--- config.mk ---
export PLATFORM = sky130hd
export DESIGN_NAME = viterbi_decoder
export DESIGN_NICKNAME = d
export VERILOG_FILES = /design/src/rtl/viterbi_decoder.sv
export SDC_FILE = /design/constraint.sdc
export NUM_CORES = 1
export LEC_CHECK = 0
export CAP_MARGIN = 0
export CORE_MARGIN = 2
export CORE_UTILIZATION = 30
export DETAILED_ROUTE_END_ITERATION = 12
export HOLD_SLACK_MARGIN = 0.06
export PLACE_DENSITY = 0.56
export SYNTH_ARGS = -nofsm -noshare
export SYNTH_HDL_FRONTEND = slang
export SYNTH_SLANG_ARGS = --single-unit
--- constraint.sdc ---
create_clock -name clk -period 23.8 [get_ports clk]
set_clock_uncertainty 0.1 [all_clocks]
set_input_delay 4.76 -clock clk [delete_from_list [all_inputs] [get_ports clk]]
set_output_delay 4.76 -clock clk [all_outputs]
set_load 0.05 [all_outputs]
--- src/rtl/viterbi_decoder.sv ---
// Hard-decision Viterbi decoder for the rate-1/2, K=3 code (g0=111, g1=101).
// Four trellis states, register-exchange survivors, fixed decode delay of
// TB_DEPTH accepted symbols (output registered one clock after acceptance).
//
// Ports:
//   clk        rising-edge clock
//   reset      synchronous, active-high reset
//   in_valid   code_in carries a symbol this cycle
//   code_in    {c1, c0}: c0 = d^s0^s1, c1 = d^s1
//   out_valid  one-cycle pulse, data_out is a decoded bit
//   data_out   decoded data bit (holds between pulses)
//   err_count  (only with VITERBI_ERRCNT_EN) saturating count of channel bit
//              errors, found by re-encoding the decoded stream
//
// Optional feature macro: VITERBI_ERRCNT_EN
module viterbi_decoder #(
  parameter int unsigned TB_DEPTH = 15,
  parameter int unsigned PM_W     = 6
) (
  input  logic        clk,
  input  logic        reset,
  input  logic        in_valid,
  input  logic [1:0]  code_in,
  output logic        out_valid,
  output logic        data_out
`ifdef VITERBI_ERRCNT_EN
  ,
  output logic [15:0] err_count
`endif
);

  localparam int unsigned NS    = 4;
  localparam int unsigned SUM_W = PM_W + 1;
  localparam int unsigned CNT_W = $clog2(TB_DEPTH);
  localparam logic [PM_W-1:0]  PM_MAX   = '1;
  localparam logic [CNT_W-1:0] CNT_LAST = CNT_W'(TB_DEPTH - 1);

  // Hamming distance between a received symbol and the symbol expected when
  // leaving state st={s1,s0} with input d.
  function automatic logic [1:0] branch_metric(input logic [1:0] sym,
                                               input logic [1:0] st,
                                               input logic       d);
    logic [1:0] exp_sym;
    logic [1:0] diff;
    exp_sym = {d ^ st[1], d ^ st[0] ^ st[1]};
    diff    = sym ^ exp_sym;
    return 2'(diff[0]) + 2'(diff[1]);
  endfunction

  function automatic logic [PM_W-1:0] sat_add(input logic [PM_W-1:0] a,
                                              input logic [1:0]      b);
    logic [SUM_W-1:0] sum;
    sum = {1'b0, a} + SUM_W'(b);
    return sum[PM_W] ? PM_MAX : sum[PM_W-1:0];
  endfunction

  logic [PM_W-1:0]     pm_q     [NS];
  logic [TB_DEPTH-1:0] surv_q   [NS];
  logic [CNT_W-1:0]    cnt_q;

  logic [PM_W-1:0]     pm_new   [NS];
  logic [PM_W-1:0]     pm_norm  [NS];
  logic [TB_DEPTH-1:0] surv_new [NS];
  logic [PM_W-1:0]     pm_min;
  logic [1:0]          best;
  logic [1:0]          ns_st;
  logic [1:0]          pred0;
  logic [1:0]          pred1;
  logic [PM_W-1:0]     cand0;
  logic [PM_W-1:0]     cand1;

  // Add-compare-select, best-state search and normalisation.
  always_comb begin
    ns_st  = '0;
    pred0  = '0;
    pred1  = '0;
    cand0  = '0;
    cand1  = '0;
    pm_min = '0;
    best   = '0;
    for (int unsigned i = 0; i < NS; i++) begin
      pm_new[i]   = '0;
      pm_norm[i]  = '0;
      surv_new[i] = '0;
    end

    for (int unsigned i = 0; i < NS; i++) begin
      ns_st = 2'(i);
      // Both predecessors of {s1,s0} share s0' = s1 of the next state.
      pred0 = {1'b0, ns_st[1]};
      pred1 = {1'b1, ns_st[1]};
      cand0 = sat_add(pm_q[pred0], branch_metric(code_in, pred0, ns_st[0]));
      cand1 = sat_add(pm_q[pred1], branch_metric(code_in, pred1, ns_st[0]));
      // Ties favour the predecessor with s1=0.
      if (cand0 <= cand1) begin
        pm_new[ns_st]   = cand0;
        surv_new[ns_st] = {surv_q[pred0][TB_DEPTH-2:0], ns_st[0]};
      end else begin
        pm_new[ns_st]   = cand1;
        surv_new[ns_st] = {surv_q[pred1][TB_DEPTH-2:0], ns_st[0]};
      end
    end

    // Strict compare keeps the lowest index on ties.
    pm_min = pm_new[0];
    best   = 2'd0;
    for (int unsigned i = 1; i < NS; i++) begin
      ns_st = 2'(i);
      if (pm_new[ns_st] < pm_min) begin
        pm_min = pm_new[ns_st];
        best   = ns_st;
      end
    end

    for (int unsigned i = 0; i < NS; i++) begin
      ns_st          = 2'(i);
      pm_norm[ns_st] = pm_new[ns_st] - pm_min;
    end
  end

  // Metric/survivor state, warm-up counter and registered outputs.
  always_ff @(posedge clk) begin
    if (reset) begin
      for (int unsigned i = 0; i < NS; i++) begin
        pm_q[2'(i)]   <= (i == 0) ? '0 : PM_MAX;
        surv_q[2'(i)] <= '0;
      end
      cnt_q     <= '0;
      out_valid <= 1'b0;
      data_out  <= 1'b0;
    end else begin
      out_valid <= 1'b0;
      if (in_valid) begin
        pm_q   <= pm_norm;
        surv_q <= surv_new;
        if (cnt_q != CNT_LAST) begin
          cnt_q <= cnt_q + CNT_W'(1);
        end
        out_valid <= (cnt_q == CNT_LAST);
        data_out  <= surv_new[best][TB_DEPTH-1];
      end
    end
  end

`ifdef VITERBI_ERRCNT_EN
  // Received symbols delayed TB_DEPTH accepted symbols, newest in the LSBs.
  logic [2*TB_DEPTH-1:0] dly_q;
  logic [1:0]            enc_q;
  logic [1:0]            err_inc;

  always_comb begin
    err_inc = branch_metric(dly_q[2*TB_DEPTH-1 -: 2], enc_q, data_out);
  end

  // Re-encode each emitted bit and compare with its original symbol.
  always_ff @(posedge clk) begin
    if (reset) begin
      dly_q     <= '0;
      enc_q     <= '0;
      err_count <= '0;
    end else begin
      if (in_valid) begin
        dly_q <= {dly_q[2*TB_DEPTH-3:0], code_in};
      end
      if (out_valid) begin
        enc_q <= {enc_q[0], data_out};
        if (err_count > (16'hFFFF - 16'(err_inc))) begin
          err_count <= 16'hFFFF;
        end else begin
          err_count <= err_count + 16'(err_inc);
        end
      end
    end
  end
`endif

endmodule

==> metrics.md <==
| Metric | Value |
|---|---|
| Outcome | `complete, no violations` |
| Drt pass-1 iters | `5` |
| Synthesized area | `0.007157 sq mm` |
| I/O pin total | `7` |
| Ys flop type | `dfxtp_1` |
| # resized after CTS | `0` |
| #FFs+latches synth | `81` |
| Layout cells sized above 1 | `7.995%` |
| Commonest non-fill, non-tap cell in the layout | `nor2_1` |
| Core region area | `0.02347 sq mm` |
| Number of diodes | `0` |
| Fin. Hold Viols | `0` |
| Met3 Track Usage GR | `2.831%` |
| Vias/cell | `5.171` |
| Clk slew on worst S/H paths | `70 ps` |
| Final min period | `16390 ps` |
| H-tree Lvls | `3` |
| Routed length per instance | `15.34 um` |
| Clk Latency, worst-skew pair | `350 ps` |
| Largest area contributor in the netlist | `dfxtp_1` |
| Synth Net Count | `973` |
| Required time worst endpoint | `23910 ps` |
| Initial antenna violation count | `0` |
| Buffers on Ports | `6` |
| Clk sinks | `81` |
| Gr ovfl total | `0` |
| Post-DRT Antenna Nets | `0` |
| Root Buffer | `clkbuf_16` |
| Crit end category | `flip-flop` |
| RSZ-0062 raised after global routing | `no` |
| Most frequent cells in the layout | `nor2_1 (109), nand2_1 (97), dfxtp_1 (81), mux2i_1 (66), ha_1 (61)` |
| DP Wirelength | `14.07 mm` |
| Max incr delay on CP | `650 ps` |
| Worst path slowest cell | `o31ai_4` |
| DR DRC count | `0` |
| Final RePlAce weighted congestion | `0.9011` |
| Post CTS Setup Buffer Count | `0` |
| Slew Viols, Final | `0` |
| Nets@finish | `953` |
| Vias in the first global route | `5753` |
| Post-synthesis cell type count | `85` |
| Hold-fix buffers, CTS | `0` |
| Min-delay worst type | `reg2reg` |
| Slew HR | `44.16%` |
| Row cnt | `56` |
| Grt met2 use | `24.87%` |
| CTS Buffer Depth | `2` |
| Final setup violation count | `0` |
| Worst path most repeated cell | `ha_1` |
| Fill cells | `2485` |
| Initial core utilization | `30.49%` |
| Final WL | `18.51 mm` |
| Critical path launch point type | `input pin` |
| Worst-path fanout max | `19` |
| Global-route wire length before repair | `30.50 mm` |
| Total track usage | `15.40%` |
| Seq/Total Area, Yosys | `22.66%` |
| CTS tree | `built` |
| Via Count | `6242` |
| Setup_tns | `0 ps` |
| Worst slew pin tran | `837.1 ps` |
| Die ar. | `0.02511 sq mm` |
| Largest net degree at the start of global routing | `84` |
| Fin crit share | `68.89%` |
| Initial DRC Count | `432` |
| Post-synth top area share | `22.66%` |
| CP Class | `in2reg` |
| GRT met1 Usage | `21.31%` |
| P&R area growth vs syn | `8.549%` |
| Largest cells by area after synthesis | `dfxtp_1 (23%), ha_1 (11%), mux2i_1 (9.2%), nor2_1 (5.7%), nand2_1 (5.1%)` |
| Global route hottest layer | `met2` |
| Die Y | `158.5 um` |
| Post-synth EDFFs | `0` |
| Max Freq | `0.06099 GHz` |
| YS warnings | `0` |
| Post-Syn Instances | `903` |
| Syn avg cell area | `7.926 sq um` |
| Number of max-cap violations | `0` |
| Async SR Flop Fraction | `0%` |
| CP Data Arrival Time | `16500 ps` |
| Total CTS buffers | `9` |
| Die X | `158.5 um` |
## critical path, delay by kind of cell
kind                       cells  cell delay [ps]
adders and majority gates     10             2960
AOI/OAI and AO/OA             16             4300
and+or+nand+nor                7             1690
xor gates and xnor gates       1              150
buffers and inverters          5             1270
muxes                          4             1330
## path summary, 6_finish.rpt
kind	from	end	slack [ps]	cells past startpoint
worst min-delay path	surv_q[0]	surv_q[0]	370	2
worst max-delay path	code_in[0]	pm_q[4]	7410	43
worst max register to register	pm_q[18]	pm_q[4]	12450	40
worst min register to register	surv_q[0]	surv_q[0]	370	2
## routing by layer
layer / up-vias / wire [um]
met3: 19 / 740
met4: 0 / 231
met2: 127 / 8290
met5: - / 0
met1: 2884 / 9250
li1: 3212 / -
## synthesized netlist by cell type, types with 11 or more instances
cell,n
nor2_1,109
nand2_1,97
dfxtp_1,81
mux2i_1,66
ha_1,61
inv_1,50
a21oi_1,49
a211oi_1,48
o21ai_0,43
clkbuf_1,32
xnor2_1,25
nand2b_1,15
nor2b_1,14
nand3_1,13
a311oi_1,11
## area by class of cell
| cell class | instances | area, sq um | area share, % |
|---|---|---|---|
| clock inverters | 6 | 48.80 | 0.6281 |
| inverters | 51 | 191.4 | 2.464 |
| flip-flops and latches | 81 | 1622 | 20.87 |
| well taps | 319 | 399.1 | 5.138 |
| multi-input cells | 725 | 5159 | 66.40 |
| repair buffers | 15 | 120.1 | 1.546 |
| clock buffers | 10 | 229.0 | 2.947 |
## per-stage QoR
| stage | worst slack, ps | utilization [%] | std cells | cell area, sq um | hold WS, ps |
|---|---|---|---|---|---|
| floorplan | 9224 | - | 903 | 7157 | 334.7 |
| global placement | 7403 | 31.91 | 1191 | 7491 | 346.6 |
| detailed placement | 7156 | 31.91 | 1191 | 7491 | 357.4 |
| CTS | 7512 | 33.10 | 1207 | 7769 | 371.9 |
| global route | 6345 | 33.10 | 1207 | 7769 | 392.9 |
| finish | 7405 | 33.10 | 1207 | 7769 | 370.0 |
## cells by family after synthesis
group	after synthesis	share of synthesized area, %
AO/OA/AOI/OAI	251	25.07
buffers and inverters	97	5.612
AND/OR/NAND/NOR	295	19.02
flip-flops	81	22.66
adder cells (fa/ha/maj)	69	12.38
XOR/XNOR	36	4.510
multiplexers	74	10.75
## registers in the layout, summed over array words and instances (netlist names)
register   count
surv_q        51
cnt_q          4
data_out       1
pm_q          24
out_valid      1
Power is left out: the tool's default activity adds up to more than one toggle a clock period on the data nets, which glitch-free logic cannot reach.
